==> src/rtl/chan_mux_scan_pkg.sv <==
// Shared definitions for the channel selector and its downstream serialiser.
// Mode encoding and index-width helper.
package chan_mux_scan_pkg;

    localparam logic MODE_MANUAL = 1'b0;
    localparam logic MODE_SCAN   = 1'b1;

    // Bits needed to index n items; never less than one bit.
    function automatic int unsigned idx_w(input int unsigned n);
        return (n > 1) ? 32'($clog2(n)) : 32'd1;
    endfunction

endpackage

==> src/rtl/chan_scan_ptr.sv <==
// Round-robin scan pointer with per-channel dwell counter.
// Advances only when the dwell has elapsed and the parent can take the sample.
module chan_scan_ptr
    import chan_mux_scan_pkg::*;
#(
    parameter  int unsigned NUM_CH = 4,
    parameter  int unsigned DWELL  = 4,
    localparam int unsigned SEL_W  = idx_w(NUM_CH),
    localparam int unsigned DW_W   = idx_w(DWELL)
) (
    input  logic             clk,
    input  logic             rst_n,
    input  logic             en_i,
    input  logic             adv_ok_i,
    input  logic             restart_i,
    output logic [SEL_W-1:0] ptr_o,
    output logic             dwell_done_o
);

    localparam logic [SEL_W-1:0] PTR_LAST   = SEL_W'(NUM_CH - 1);
    localparam logic [DW_W-1:0]  DWELL_LAST = DW_W'(DWELL - 1);

    logic [SEL_W-1:0] ptr_q, ptr_d;
    logic [DW_W-1:0]  dwell_q, dwell_d;
    logic             dwell_done_q, dwell_done_d;

    // Dwell saturates at its last value until the sample can be taken,
    // so a stalled output never causes a channel to be skipped.
    always_comb begin
        ptr_d   = ptr_q;
        dwell_d = dwell_q;
        if (restart_i) begin
            ptr_d   = '0;
            dwell_d = '0;
        end else if (en_i) begin
            if (dwell_q != DWELL_LAST) begin
                dwell_d = dwell_q + DW_W'(1);
            end else if (adv_ok_i) begin
                dwell_d = '0;
                ptr_d   = (ptr_q == PTR_LAST) ? '0 : ptr_q + SEL_W'(1);
            end
        end
        dwell_done_d = (dwell_d == DWELL_LAST);
    end

    always_ff @(posedge clk or negedge rst_n) begin
        if (!rst_n) begin
            ptr_q        <= '0;
            dwell_q      <= '0;
            dwell_done_q <= (DWELL == 1);
        end else begin
            ptr_q        <= ptr_d;
            dwell_q      <= dwell_d;
            dwell_done_q <= dwell_done_d;
        end
    end

    assign ptr_o        = ptr_q;
    assign dwell_done_o = dwell_done_q;

endmodule

==> src/rtl/chan_mux_scan.sv <==
// NUM_CH:1 channel selector with manual or round-robin scan selection,
// registered onto a valid/ready output stream.
module chan_mux_scan
    import chan_mux_scan_pkg::*;
#(
    parameter  int unsigned NUM_CH = 4,
    parameter  int unsigned DATA_W = 1,
    parameter  int unsigned DWELL  = 4,
    localparam int unsigned SEL_W  = idx_w(NUM_CH)
) (
    input  logic                     clk,
    input  logic                     rst_n,
    input  logic                     en,
    input  logic                     mode,
    input  logic [SEL_W-1:0]         sel,
    input  logic [NUM_CH*DATA_W-1:0] ch_data,
    output logic [DATA_W-1:0]        out_data,
    output logic [SEL_W-1:0]         out_ch,
    output logic                     out_valid,
    input  logic                     out_ready,
    output logic                     sel_err
);

    logic              mode_q;
    logic [DATA_W-1:0] out_data_q, out_data_d;
    logic [SEL_W-1:0]  out_ch_q, out_ch_d;
    logic              out_valid_q, out_valid_d;
    logic              sel_err_q, sel_err_d;

    logic              scan_c;
    logic              restart_c;
    logic              slot_free_c;
    logic              sel_ok_c;
    logic              capture_c;
    logic [SEL_W-1:0]  cur_ch_c;
    logic [DATA_W-1:0] cur_data_c;
    logic [SEL_W-1:0]  ptr;
    logic              dwell_done;

    chan_scan_ptr #(
        .NUM_CH (NUM_CH),
        .DWELL  (DWELL)
    ) u_ptr (
        .clk          (clk),
        .rst_n        (rst_n),
        .en_i         (en && scan_c),
        .adv_ok_i     (slot_free_c),
        .restart_i    (restart_c),
        .ptr_o        (ptr),
        .dwell_done_o (dwell_done)
    );

    // Selection and capture decision.
    always_comb begin
        scan_c      = (mode == MODE_SCAN);
        restart_c   = scan_c && (mode_q == MODE_MANUAL);
        slot_free_c = !out_valid_q || out_ready;
        sel_ok_c    = (32'(sel) < NUM_CH);
        cur_ch_c    = scan_c ? ptr : sel;
        if (scan_c) begin
            capture_c = en && slot_free_c && !restart_c && dwell_done;
        end else begin
            capture_c = en && slot_free_c && sel_ok_c;
        end
    end

    // Channel mux; out-of-range indices fall through to zero and are never captured.
    always_comb begin
        cur_data_c = '0;
        for (int unsigned k = 0; k < NUM_CH; k++) begin
            if (cur_ch_c == SEL_W'(k)) begin
                cur_data_c = ch_data[k*DATA_W +: DATA_W];
            end
        end
    end

    // Output register next state: load on capture, drop valid on an idle accept.
    always_comb begin
        out_data_d  = out_data_q;
        out_ch_d    = out_ch_q;
        out_valid_d = out_valid_q;
        sel_err_d   = !scan_c && en && !sel_ok_c;
        if (capture_c) begin
            out_data_d  = cur_data_c;
            out_ch_d    = cur_ch_c;
            out_valid_d = 1'b1;
        end else if (out_ready) begin
            out_valid_d = 1'b0;
        end
    end

    always_ff @(posedge clk or negedge rst_n) begin
        if (!rst_n) begin
            mode_q      <= MODE_MANUAL;
            out_data_q  <= '0;
            out_ch_q    <= '0;
            out_valid_q <= 1'b0;
            sel_err_q   <= 1'b0;
        end else begin
            mode_q      <= mode;
            out_data_q  <= out_data_d;
            out_ch_q    <= out_ch_d;
            out_valid_q <= out_valid_d;
            sel_err_q   <= sel_err_d;
        end
    end

    assign out_data  = out_data_q;
    assign out_ch    = out_ch_q;
    assign out_valid = out_valid_q;
    assign sel_err   = sel_err_q;

endmodule

==> config.mk <==
export PLATFORM = sky130hd
export DESIGN_NAME = chan_mux_scan
export DESIGN_NICKNAME = d
export VERILOG_FILES = /design/src/rtl/chan_mux_scan_pkg.sv /design/src/rtl/chan_scan_ptr.sv /design/src/rtl/chan_mux_scan.sv
export SDC_FILE = /design/constraint.sdc
export NUM_CORES = 1
export LEC_CHECK = 0
export CAP_MARGIN = 20
export CORE_MARGIN = 3
export CORE_UTILIZATION = 40
export CTS_CLUSTER_DIAMETER = 30
export CTS_CLUSTER_SIZE = 14
export DETAILED_ROUTE_END_ITERATION = 12
export PLACE_DENSITY = 0.72
export SYNTH_ARGS = -nofsm -noshare
export SYNTH_HDL_FRONTEND = slang
export SYNTH_HIERARCHICAL = 1
export SYNTH_SLANG_ARGS = --single-unit
==> constraint.sdc <==
create_clock -name clk -period 1.26 [get_ports clk]
set_input_delay 0.126 -clock clk [delete_from_list [all_inputs] [get_ports clk]]
set_output_delay 0.126 -clock clk [all_outputs]
set_load 0.01 [all_outputs]
==> results.json <==
{
  "drt-wirelength-per-cell_um": 13.9,
  "rsz0062_at_grt": "yes",
  "final_cell_mix": "9 x dfrtp_1, 8 x clkdlybuf4s50_1, 7 x nand2_1, 6 x dlygate4sd2_1",
  "power.leakage_uw": 0.000395,
  "arrival_ns": 1.44,
  "critical_path.endpoint": "u_ptr/dwell_q[1]",
  "synth_area_leader_cell": "dfrtp_1",
  "r2r_setup_slack_ns": -0.04,
  "r2r_end": "u_ptr/dwell_q[1]",
  "skew_ns": 0.00391,
  "hold_viol_final": 0,
  "hp-class": "input pin to asynchronous set/reset pin",
  "startpoint": "u_ptr/dwell_q[0]",
  "coreArea_um2": 1220,
  "required_ns": 1.39,
  "timing.fmax_mhz": 768,
  "period_share": 1.03,
  "ys_warn_count": 6,
  "setup_viol": 3,
  "end_kind": "flop",
  "pre_cts_ws_ns": -0.399,
  "cts_root_buf": "clkbuf_4",
  "dp_hpwl_um": 896,
  "synth_cells": 55,
  "mostFrequentLayoutCell": "dfrtp_1",
  "cts_max_level": 1,
  "avgSynthCellArea_um2": 10.3,
  "cts.sinks": 10,
  "rows": 12,
  "clockBufferDepth": 2,
  "port-buffer-count": 14,
  "syn_area_um2": 564,
  "antenna_cells": 0,
  "finalWorstSetupSlack_ns": -0.0421,
  "die_x_um": 43.6,
  "start_util": 0.464,
  "power_density_nw_per_um2": 994,
  "clk_latency_ns": 0.26,
  "ys_seq_elements": 10,
  "num_vias": 470,
  "place.gp.congestion": 0.693,
  "die_h_um": 43.6,
  "design_area_um2": 818,
  "grt_overflow": 0,
  "crit_fanout": 3,
  "cap_violations": 0,
  "violations": "negative setup slack",
  "finalCriticalPeriod_ns": 1.30,
  "viasPerCell": 5.16,
  "drt-total-wl_um": 1260,
  "multi_input_area_um2": 327,
  "clk_pin_slew_ns": 0.06,
  "drc_errors": 0,
  "grt_usage": 0.133,
  "areaGrowthSynthToFinish_pct": 45.0,
  "cts_tree": "built",
  "ff_latch_area_um2": 251,
  "peakVddDrop_mv": 0.687,
  "grt_first_pass_wirelength_um": 1880,
  "critical_path_class": "flop to flop",
  "grt_pass1_vias": 426,
  "drive_above_1_share": 0.338,
  "synth_top_area_frac": 0.443,
  "synth_cell_types": 27,
  "grt_max_degree": 11,
  "holdWs_ns": 0.181,
  "placed_cell_area_um2": 751,
  "pin_count": 16,
  "startpoint_type": "flop",
  "seq_area_frac_synth": 0.443,
  "n_fill_cell": 94,
  "antenna_found_initial": 0,
  "final_nets": 92,
  "post_synth_main_area_contributors": "dfrtp_1 44%, mux2_2 6.0%, nor2b_1 5.5%",
  "cts_buffers": 3,
  "drt-pass1-iter-count": 4,
  "slew_viol_final": 0,
  "r2r_cells": 5,
  "syn_nets": 68,
  "drt_iter0_drc": 12,
  "ant_nets": 0,
  "reg2reg_from": "u_ptr/dwell_q[0]",
  "die-area_um2": 1900,
  "outcome": "finished with violations"
}
==> stage by stage <==
stage | util | cells | TNS [ns] | power (µW)
finish | 0.673 | 91 | -0.0729 | 813
global route | 0.673 | 91 | -0.242 | 868
CTS | 0.642 | 91 | -0.0430 | 803
detailed placement | 0.617 | 87 | -2.26 | 608
global placement | 0.617 | 87 | -2.08 | 603
floorplan | - | 55 | 0 | 494
==> synth_stat cells, drive strengths merged <==
master    n
nor2      2
nand3b    1
a22oi     1
a2bb2oi   1
inv       2
a21o      1
and2      1
o21ai     2
mux2      4
or4       1
conb      1
a32oi     1
buf       2
nand2b    2
nand3     2
ha        2
a21oi     2
and2b     1
dfrtp    10
or3       1
nand2     8
nor2b     5
o32ai     1
mux2i     1
==> where the power goes <==
group          switching [µW]  internal, µW  leakage [µW]
clock                    93.6           109     0.0000138
combinational            97.7           127      0.000254
sequential               24.6           361      0.000127
==> layer usage <==
layer  up-vias  GRT usage  part of all wire
met4         0     0.0181                 0
met1       223      0.149              0.44
met3         0     0.0705             0.056
li1        233          -                 -
met5         -          0                 0
met2        14      0.227              0.50
==> state kept, by name, indices dropped and copies added (netlist names) <==
signal              cells
u_ptr/dwell_q           2
u_ptr/dwell_done_o      1
out_valid               1
mode_q                  1
out_ch                  2
out_data                1
u_ptr/ptr_o             2
==> how the worst min path moves through the flow <==
stage	startpoint	endpoint	slack, ns	depth (start not counted)
floorplan	rst_n	mode_q	-0.17	0
global placement	rst_n	u_ptr/dwell_q[0]	0.47	1
detailed placement	rst_n	u_ptr/dwell_done_o	0.47	1
CTS	rst_n	mode_q	0.19	1
global route	rst_n	mode_q	0.19	1
finish	rst_n	mode_q	0.18	1
==> worst max-delay path, cell delays in order, from the launching register on <==
cell and delay (ns):
dfrtp_1 0.40, ha_2 0.20, buf_6 0.12, nor2b_1 0.15
o21ai_1 0.21, a21oi_1 0.10
==> cell type report <==
type	instances	area share
Clock buffer	3	0.0275
Inverter	2	0.00917
Tap cell	14	0.0214
Sequential cell	10	0.307
Multi-Input combinational cell	41	0.399
Timing Repair Buffer	21	0.235
==> kinds of logic after synthesis <==
| kind of cell | count (synthesis) | share of synthesized area |
|---|---|---|
| AO/OA/AOI/OAI | 9 | 0.118 |
| AND/OR/NAND/NOR | 24 | 0.237 |
| other | 1 | 0.00665 |
| multiplexers | 5 | 0.104 |
| buffers and inverters | 4 | 0.0466 |
| flip-flops | 10 | 0.443 |
| adder cells (fa/ha/maj) | 2 | 0.0443 |
==> repair_timing <==
| item | CTS | global route |
|---|---|---|
| hold buffers | 0 | 0 |
| buffers inserted | 1 | 0 |
| gates resized for setup | 8 | 9 |
| pin swaps | 3 | 2 |
| setup endpoints to repair | 10 | 6 |
No activity file was read; power rests on OpenSTA's default activity.
==> edit, RTL diff (same settings) <==
Reset style: synchronous (`rst_n`), changed in 2 clocked blocks.
--- a/src/rtl/chan_scan_ptr.sv
+++ b/src/rtl/chan_scan_ptr.sv
@@ -43,7 +43,7 @@
         dwell_done_d = (dwell_d == DWELL_LAST);
     end
 
-    always_ff @(posedge clk or negedge rst_n) begin
+    always_ff @(posedge clk) begin
         if (!rst_n) begin
             ptr_q        <= '0;
             dwell_q      <= '0;
--- a/src/rtl/chan_mux_scan.sv
+++ b/src/rtl/chan_mux_scan.sv
@@ -89,7 +89,7 @@
         end
     end
 
-    always_ff @(posedge clk or negedge rst_n) begin
+    always_ff @(posedge clk) begin
         if (!rst_n) begin
             mode_q      <= MODE_MANUAL;
             out_data_q  <= '0;
Function: differs if rst_n is asserted again (counterexample within 4 cycles, from zero or initial values and one cycle with rst_n low); with rst_n held inactive, the same outputs for 10 cycles.
==> edit against the unedited design <==
  * The flow still finishes with violations (setup timing)
  * Area after synthesis decreased by 14%
  * Count of clock-buffer cells in the layout increased by 1
  * Design area decreased by 13%
  * Wire length decreased by 28%
  * Final cell count decreased by 8.8%
  * Sequential cell count unchanged
  * Setup slack improved by 21 ps
  * Critical endpoint is now out_data
Power is not compared: it rests on default switching activity, and its combinational part moved more than twofold at a synthesized area within 25%.
==> edit: results (changes against the unedited design) <==
* Outcome: finished, violations left
- Violations in the final reports: setup timing
* Number of setup violations in the final report: 1 (-2)
* Met3 layer usage reported by global route: 0.0978 (+0.0273)
- The number of library cell types mapped by synthesis is 25 (-7.4%).
- The async set-reset flop share out of synthesis is 0 (-1.00).
- The global-route track usage on met1 came to 0.144 (-0.00510).
- The share of cell area taken by muxes after synthesis came to 0.159 (+0.0548).
- The per-cell routed wire length is 11.0 um (-21%).
* Class of the tightest hold or removal check: in2reg
* Layout cell share with drive strength beyond 1: 0.229 (-0.109)
- Wire length on met2: 442 um (-30%)
- The last weighted congestion value of the routability-driven placer was 0.625 (-9.9%).
- Detailed router's first-iteration violation count: 3 (-9)
* Ratio of routed vias to standard cells: 4.88 (-5.5%)
- R2R cell count: 4 (-1)
- Cell types with the highest counts after synthesis: sky130_fd_sc_hd__dfxtp_1 (10), sky130_fd_sc_hd__nor2_1 (5), sky130_fd_sc_hd__mux2i_1 (4)
* Half-perimeter wire length after detailed placement: 701 um (-22%)
- Maximum fanout along the worst path: 2 (-1)
- Share of synthesized area occupied by flip-flops and latches: 0.410 (-0.0332)
- The largest net degree at the start of global routing came to 8 (-3).
* Metal1 wirelength: 378 um (-32%)
- The met2 layer usage reported by global route was 0.212 (-0.0144).
- Adder and majority cell fraction of the synthesized area: 0.0513 (+0.00694)
* Met3 layer wire length in the routed design: 70 um (-1.4%)
* Standard cell area after detailed placement: 667 sq um (-11%)
- Number of nets in the synthesized netlist: 62 (-8.8%)
- Vias in the first global route: 354 (-17%)
* Critical path endpoint: out_data
- The minimum setup slack in the final design was -20.7 ps (+21.5 ps).
- Fraction of the mapped netlist area in compound gates: 0.103 (-0.0150)
- First-pass GRT wire length: 1.42 mm (-24%)
- Post-Synth XOR/XNOR Area: 0 (unchanged)
* Total negative setup slack: -20.7 ps (+52.2 ps)
- The number of iterations in the first detailed-routing pass came to 4 (unchanged).
* GRT Total Usage: 0.144 (+0.0114)
- Top routing layer in use: met4
## edit: changes by cell type after synthesis, sizes merged, moves of 2 or more
cell   unedited run  this run
dfrtp            10         0
nor3              0         2
mux2              4         1
and2              1         3
dfxtp             0        10
mux2i             1         4
nand2             8         1
nor2b             5         3
nor2              2         5
## edit: metrics by stage
step | utilization | worst slack, ps | std cells | hold slack [ps]
6_report | 0.688 | -20.7 | 83 | 380
5_1_grt | 0.688 | -76.0 | 83 | 398
4_1_cts | 0.680 | -29.4 | 83 | 377
3_5_place_dp | 0.646 | -406 | 79 | 512
3_3_place_gp | 0.646 | -379 | 79 | 507
2_1_floorplan | - | 3.93 | 49 | 238
## edit: cell type report
| class | instances | area, sq um |
|---|---|---|
| clock buffer | 4 | 36.3 |
| fill | 95 | 322 |
| inverter | 3 | 11.3 |
| multi-input combinational | 35 | 279 |
| sequential | 10 | 200 |
| tap | 13 | 16.3 |
| timing repair buffer | 18 | 168 |
## edit: what timing repair did
action / CTS / global route
endpoints found under the hold margin: 0 / 0
endpoints found under the setup margin: 4 / 4
resized for setup: 5 / 2
buffers inserted: 0 / 0
## edit: how the worst min path moves through the flow
stage	start	end	slack (ps)	depth (start not counted)
2_1_floorplan	rst_n	u_ptr/dwell_q[1]	240	2
3_3_place_gp	out_data	out_data	510	2
3_5_place_dp	out_data	out_data	510	2
4_1_cts	mode	mode_q	380	3
5_1_grt	mode	mode_q	400	3
6_report	mode	mode_q	380	3
## edit: critical path, cell delays in order, from the launching register on
cell	delay (ps)
sky130_fd_sc_hd__dfxtp_1	310
sky130_fd_sc_hd__mux2_4	270
sky130_fd_sc_hd__mux4_2	410
sky130_fd_sc_hd__mux2i_1	130
sky130_fd_sc_hd__nor2b_1	60
